## src/rtl/keyv_delay_loader.sv

```systemverilog
// keyv_delay_loader: buffers host config words, scans them into the delay chain while holding the core in reset, then releases it.
module keyv_delay_loader #(
  parameter int DELAY_W  = 8,
  parameter int N_SLOTS  = 39,
  parameter int NBITS    = DELAY_W * N_SLOTS,
  parameter int NWORDS   = (NBITS + 31) / 32,
  parameter int RST_HOLD = 5
) (
  input  logic        i_clk,
  input  logic        i_rstn,
  input  logic        i_wr_valid,
  input  logic [31:0] i_wr_data,
  output logic        o_wr_ready,
  input  logic        i_start,
  output logic        o_busy,
  output logic        o_done,
  output logic        o_delay_en,
  output logic        o_delay_cfg,
  output logic        o_core_rstn
);
  localparam int PW = NWORDS > 1 ? $clog2(NWORDS) : 1;
  localparam int BW = $clog2(NBITS + 1);
  localparam int HW = RST_HOLD > 1 ? $clog2(RST_HOLD) : 1;
  typedef enum logic [1:0] {IDLE, SHIFT, HOLD, RUN} state_t;
  state_t        r_state;
  logic [31:0]   r_buf [NWORDS];
  logic [PW-1:0] r_wr_ptr;
  logic [BW-1:0] r_bit_cnt;
  logic [HW-1:0] r_hold_cnt;
  logic          w_wr, w_bit0, w_nxt_bit, w_last, w_hold_last;
  logic [BW-1:0] w_nxt;
  logic [31:0]   w_nxt_word;
  assign o_wr_ready  = (r_state == IDLE) || (r_state == RUN);
  assign w_wr        = i_wr_valid & o_wr_ready;
  assign w_nxt       = r_bit_cnt + 1'b1;
  assign w_nxt_word  = r_buf[PW'(w_nxt >> 5)];
  assign w_nxt_bit   = w_nxt_word[w_nxt[4:0]];
  // A write landing in word 0 on the start cycle must be seen by the first shifted bit.
  assign w_bit0      = (w_wr && r_wr_ptr == '0) ? i_wr_data[0] : r_buf[0][0];
  assign w_last      = r_bit_cnt == BW'(NBITS - 1);
  assign w_hold_last = r_hold_cnt == HW'(RST_HOLD - 1);
  always_ff @(posedge i_clk)
    if (w_wr) r_buf[r_wr_ptr] <= i_wr_data;
  always_ff @(posedge i_clk or negedge i_rstn) begin
    if (!i_rstn) begin
      r_state     <= IDLE;
      r_wr_ptr    <= '0;
      r_bit_cnt   <= '0;
      r_hold_cnt  <= '0;
      o_delay_en  <= 1'b0;
      o_delay_cfg <= 1'b0;
      o_core_rstn <= 1'b0;
      o_busy      <= 1'b0;
      o_done      <= 1'b0;
    end else begin
      if (w_wr) r_wr_ptr <= (r_wr_ptr == PW'(NWORDS - 1)) ? '0 : r_wr_ptr + 1'b1;
      case (r_state)
        IDLE, RUN: if (i_start) begin
          r_state     <= SHIFT;
          o_core_rstn <= 1'b0;
          o_done      <= 1'b0;
          o_busy      <= 1'b1;
          o_delay_en  <= 1'b1;
          o_delay_cfg <= w_bit0;
          r_bit_cnt   <= '0;
          r_wr_ptr    <= '0;
        end
        SHIFT: if (w_last) begin
          r_state     <= HOLD;
          o_delay_en  <= 1'b0;
          o_delay_cfg <= 1'b0;
          r_hold_cnt  <= '0;
        end else begin
          r_bit_cnt   <= w_nxt;
          o_delay_cfg <= w_nxt_bit;
        end
        HOLD: if (w_hold_last) begin
          r_state     <= RUN;
          o_core_rstn <= 1'b1;
          o_busy      <= 1'b0;
          o_done      <= 1'b1;
        end else r_hold_cnt <= r_hold_cnt + 1'b1;
      endcase
    end
  end
endmodule

```

## config.mk

```make
export PLATFORM = sky130hd
export DESIGN_NAME = keyv_delay_loader
export DESIGN_NICKNAME = d
export VERILOG_FILES = /design/src/rtl/keyv_delay_loader.sv
export SDC_FILE = /design/constraint.sdc
export NUM_CORES = 1
export LEC_CHECK = 0
export BUFFER_PORTS_ARGS = -buffer_cell sky130_fd_sc_hd__buf_2
export CORE_MARGIN = 2
export CORE_UTILIZATION = 62
export DETAILED_ROUTE_END_ITERATION = 7
export GPL_ROUTABILITY_DRIVEN = 0
export HOLD_SLACK_MARGIN = 0.08
export PLACE_DENSITY = 0.81
export SYNTH_ARGS = -nofsm -noshare
export SYNTH_HDL_FRONTEND = slang
export SYNTH_SLANG_ARGS = --single-unit
```

## constraint.sdc

```tcl
create_clock -name i_clk -period 4.9 [get_ports i_clk]
set_clock_uncertainty 0.1 [all_clocks]
set_input_delay 0.98 -clock i_clk [delete_from_list [all_inputs] [get_ports i_clk]]
set_output_delay 0.98 -clock i_clk [all_outputs]
set_load 0.02 [all_outputs]
```

# After elaboration in Yosys (flattened, before gate mapping)
# Memories as Yosys holds them, arrays and structs flattened.
# Cells that the tools add are included.
[word_totals]
ff_bits = 22
mem_bits_rw = 320
n_memories = 1
[op_classes]
addsub = 3
n_lt_le_gt_ge = 1
eq_ne = 11
n_mux = 30
n_bitwise = 1
n_reduce_logical = 14
[mem_list]
columns = ["name", "words", "word_bits", "rd", "rd_clocked_by_memory_dff", "wr", "line_no", "text"]
rows = [
  ["r_buf", 10, 32, 2, 0, 1, "26", "logic [31:0] r_buf [NWORDS];"],
]
[ops]
columns = ["cell", "n"]
rows = [
  ["9-bit two-way mux", 2],
  ["9-bit one-hot mux with 2 select lines", 1],
  ["4-bit two-way mux", 4],
  ["3-bit AND reduction", 5],
  ["1-bit two-way mux", 11],
  ["2-bit inequality test (second input constant)", 5],
  ["9-bit by 1-bit adder with 9-bit output (second input constant)", 1],
  ["9-bit equality test (second input constant)", 1],
  ["1-bit one-hot mux with 2 select lines", 4],
  ["5-bit by 6-bit < comparator with 1-bit output (second input constant)", 1],
  ["2-bit two-way mux", 3],
  ["3-bit two-way mux", 2],
  ["2-bit one-hot mux with 3 select lines", 1],
  ["3-bit one-hot mux with 2 select lines", 1],
  ["2-bit nonzero test", 3],
  ["1-bit binary-select mux with 5-bit select", 1],
  ["4-bit by 1-bit adder with 4-bit output (second input constant)", 1],
  ["2-bit equality test (second input constant)", 2],
  ["4-bit equality test (second input constant)", 1],
  ["4-bit logical NOT", 1],
  ["3-bit by 1-bit adder with 3-bit output (second input constant)", 1],
  ["3-bit equality test (second input constant)", 1],
  ["2-bit by 1-bit equality test with 1-bit output (second input constant)", 1],
  ["2-bit logical NOT", 1],
  ["other kinds (5)", 5],
]

# Logic depth before layout (Yosys ltp)
[depth]
ltp_word = 7
depth_mapped = 13
ltp_nobuf = 11

# Worst setup path before layout
# No wires, ideal clock.
[synth_timing]
path_type = "input-to-reg"
from = "in i_wr_valid"
to = "mem r_buf[1][0] (enable)"
setup_time_ps = 461
t_arrival_ps = 3644
required_ps = 4339
slack_ps = 695
path_stages = 3
path_cell_list = "nand3_1 > or2_2 > nor3_1"
[synth_between]
elab_chain_cells = 3
[synth_rtl]
columns = ["item", "line_no", "text"]
rows = [
  ["from (decl)", "11", "input logic i_wr_valid,"],
  ["1-bit AND", "34", "assign w_wr = i_wr_valid & o_wr_ready;"],
  ["1-bit two-way mux", "43", "if (w_wr) r_buf[r_wr_ptr] <= i_wr_data;"],
  ["1-bit two-way mux (implied by the code)", "43", ""],
  ["to (decl)", "26", ""],
]
# No other way between the ends.

# Final worst setup path
[layout_timing]
from = "reg r_bit_cnt[0]"
to = "reg o_delay_cfg"
[layout_between]
elab_chain_cells = 6
word_cells_on_any_way = 7
cone_classes = "add/sub (1); eq/ne (1); mux (4); memory (1)"
[layout_rtl]
columns = ["item", "line_no", "text"]
rows = [
  ["from (decl)", "28", "logic [BW-1:0] r_bit_cnt;"],
  ["from (signal assigned)", "74", "r_bit_cnt <= w_nxt;"],
  ["9-bit by 1-bit adder with 9-bit output", "35", "assign w_nxt = r_bit_cnt + 1'b1;"],
  ["memory 10 x 32 bit", "-", ""],
  ["1-bit binary-select mux with 5-bit select", "37", "assign w_nxt_bit = w_nxt_word[w_nxt[4:0]];"],
  ["1-bit two-way mux (implied by the code)", "37", ""],
  ["1-bit two-way mux (*)", "68", "SHIFT: if (w_last) begin"],
  ["1-bit one-hot mux with 2 select lines (*)", "57", "case (r_state)"],
  ["to (signal assigned)", "64", "o_delay_cfg <= w_bit0;"],
  ["to (signal assigned)", "75", "o_delay_cfg <= w_nxt_bit;"],
  ["to (decl)", "18", "output logic o_delay_cfg,"],
]
# Every way passes the cells marked *; elsewhere a longest branch is shown, timed or not. The select of a mux whose other input is x is not followed.
# A chain may end at the register's enable or synchronous reset.

==> results by group <==
Floorplan
  • Starting density of the core: 0.632
  • Total die area: 23500 sq um
  • Io pins: 42
  • Core area: 21900 sq um
  • Die H: 153 microns
  • Rows: 54
  • Die X: 153 microns

Global routing
  • Largest net degree at the start of global routing: 50
  • Most crowded layer after global routing: met2
  • Grt met2 use: 0.421
  • Met3 Use GR: 0.0539
  • GRT overflow: 0
  • Initial antenna violation count: 1
  • First-pass GRT wire length: 46.9 mm
  • GRT Util Overall: 0.268
  • Vias in the first global route: 7708
  • Met1 usage: 0.377

Logic synthesis
  • Top post-synthesis cells by count: edfxtp_1, mux4_2, nand2_1
  • Syn. warnings: 0
  • EDFF count, synth: 320
  • Top post-synthesis cells by area: edfxtp_1, mux4_2, dfrtp_1, mux2i_1, nand2_1
  • Mapped Cells: 745
  • Syn avg cell area: 18.6 sq um
  • Mapped Nets: 787
  • Fraction of registers with async set/reset: 0.0643
  • Sequential fraction of the synthesis area: 0.734
  • Top-count cell post-synth: edfxtp_1
  • Top cell type's share of synthesized area: 0.694
  • Largest area contributor in the netlist: edfxtp_1
  • Most used DFF post-synth: edfxtp_1
  • Yosys reg bits: 342
  • Mapped Area: 13800 sq um
  • Count of different cell masters after synthesis: 65

Flow run
  • MaxCap Viol Count: 0

Placement
  • Hpwl dp: 17.6 mm
  • PortBufs: 41

Critical path
  • WP data required: 5.16 ns
  • Worst path max stage delay: 0.55 ns
  • Startpoint Class: flop
  • CP max stage cell: nor4_1
  • Crit-path cells: ha_1 > nand3_1 > nor2_2 > xor2_4 > buf_12 > mux4_2 > a21oi_1 > a31oi_1 > nor4_1 > o31a_1 > a211oi_2
  • Largest fanout on the critical path: 49
  • Worst Path Arrival: 4.33 ns
  • Kind of critical path: reg2reg
  • Endpoint type of the worst setup path: flop

CTS
  • Post-CTS Setup Inserts: 0
  • Clock Pin Slew Worst Setup and Hold Paths: 0.06 ns
  • CTS max path bufs: 3
  • CTS tree: built
  • Total CTS buffers: 35
  • Clk Latency, worst-skew pair: 0.52 ns
  • Root Buffer: clkbuf_16
  • # hold bufs at CTS: 0
  • H-tree depth: 2
  • CTS Sinks: 342
  • Post_cts resized: 0

Routing
  • Antenna-violating nets left: 0
  • WL/cell: 27.8 microns
  • WL final: 30.8 mm
  • Routed vias/inst: 6.80
  • 1st-iter DRT viols: 839
  • Via Count: 7550
  • DR pass1 iterations: 5
  • DRC violations left: 0

Worst hold path
  • Hold Path Class: in2async

Cells and area
  • Multi-input gate area: 3500 sq um
  • Fill cell count: 1376
  • Sequential Area: 10200 sq um
  • Layout Nets: 846
  • Share of layout cells above drive strength 1: 0.246
  • Area Growth Syn to Fin: 11.8%
  • Final Util: 0.707

Timing
  • Final Hold Fails: 0
  • Fmax: 246 MHz
  • Final Slew Violations: 0
  • Fin crit share: 0.831
  • Worst-margin pin slew: 1.07 ns
  • RSZ-0062 raised after global routing: false
  • Tmin final: 4.07 ns
  • Rel. slew slack: 0.287
  • Setup TNS: 0 ns
  • Final setup vio count: 0

Power and ir drop
  • Leakage power: 4.92 nW
  • VDD IR-drop max: 0.384 mV
  • Pwr/cell area: 472 nW/um^2

Run status
  • Status: complete, no violations
final timing paths:
kind | start | slack [ns] | cells after the start | to
max | r_bit_cnt[0] | 0.83 | 11 | o_delay_cfg
min | i_rstn | 0.33 | 1 | o_core_rstn
max reg2reg | r_bit_cnt[0] | 0.83 | 11 | o_delay_cfg
min reg2reg | o_busy | 0.44 | 1 | o_busy
max in group asynchronous | i_rstn | 4.02 | 1 | r_bit_cnt[3]
min in group i_clk | o_busy | 0.44 | 1 | o_busy
sequential cells by signal, indices dropped and copies added, names as in the netlist:
name         flops
o_busy           1
o_core_rstn      1
o_delay_cfg      1
o_delay_en       1
r_bit_cnt        9
r_buf          320
r_hold_cnt       3
r_state          2
r_wr_ptr         4
cells by family (layout without fill, tap and decap cells):
logic type / Yosys count / in the layout / share of synthesized area
buffers and inverters: 46 / 131 / 0.0184
XOR/XNOR: 11 / 11 / 0.00751
other: 0 / 1 / 0
flip-flops: 342 / 342 / 0.734
multiplexers: 97 / 97 / 0.135
AND/OR/NAND/NOR: 148 / 148 / 0.0525
adder cells (fa/ha/maj): 6 / 6 / 0.00543
AO/OA/AOI/OAI: 95 / 95 / 0.0471
power by group:
| part | total, W | leakage (nW) | switching [W] | internal (W) |
|---|---|---|---|---|
| clock | 0.00248 | 0.518 | 0.00107 | 0.00141 |
| sequential | 0.00355 | 3.17 | 0.000104 | 0.00345 |
| combinational | 0.00127 | 1.23 | 0.000856 | 0.000418 |
placed cells by master (no fill, tap or decap), types with 4 or more instances in the layout:
| cell | n |
|---|---|
| buf_4 | 15 |
| nor2_1 | 26 |
| clkbuf_1 | 13 |
| buf_2 | 41 |
| a22o_1 | 7 |
| o21ai_0 | 28 |
| clkbuf_16 | 36 |
| ha_1 | 6 |
| nor2_4 | 7 |
| nand3_1 | 12 |
| mux2_2 | 4 |
| nor3_1 | 11 |
| clkinv_1 | 5 |
| xnor2_1 | 7 |
| dfrtp_1 | 22 |
| a211oi_1 | 6 |
| nand4_1 | 5 |
| a31oi_1 | 5 |
| mux2i_1 | 21 |
| inv_1 | 8 |
| a21oi_1 | 11 |
| a22oi_1 | 8 |
| nor2b_1 | 6 |
| mux4_2 | 71 |
| o22ai_1 | 4 |
| clkinv_2 | 7 |
| nand2_1 | 52 |
| edfxtp_1 | 320 |
layer usage:
| layer | part of all wire | vias up |
|---|---|---|
| li1 | - | 3150 |
| met1 | 0.39 | 3822 |
| met2 | 0.48 | 469 |
| met3 | 0.089 | 109 |
| met4 | 0.040 | 0 |
| met5 | 0 | - |
stage by stage:
step                      instance area [sq um]  setup WS (ns)  power (W)  hold slack, ns  std cells
after CTS                                 15500          0.941    0.00729           0.334       1110
final                                     15500          0.829    0.00731           0.329       1111
after global routing                      15500          0.732    0.00754           0.377       1111
after global placement                    14400           1.28    0.00475           0.400       1047
after floorplan                           13800          0.695    0.00437           0.379        745
after detailed placement                  14400           1.19    0.00481           0.433       1047
cell type report:
class | count | share of cell area
antenna | 1 | 0.000162
clock buffer | 49 | 0.0614
clock inverter | 14 | 0.00679
inverter | 9 | 0.00218
multi-input combinational | 357 | 0.226
sequential | 342 | 0.656
tap | 280 | 0.0226
timing repair buffer | 59 | 0.0244
critical path, delay by kind of cell (launching register included):
kind | cells | cell delay (ns)
flip-flops | 1 | 0.47
AND/OR/NAND/NOR | 3 | 1.05
multiplexers | 1 | 0.38
XOR/XNOR | 1 | 0.42
AO/OA/AOI/OAI | 4 | 0.77
adder cells (fa/ha/maj) | 1 | 0.34
buffers and inverters | 1 | 0.35
Note: power is estimated with default switching activity, not from simulation.
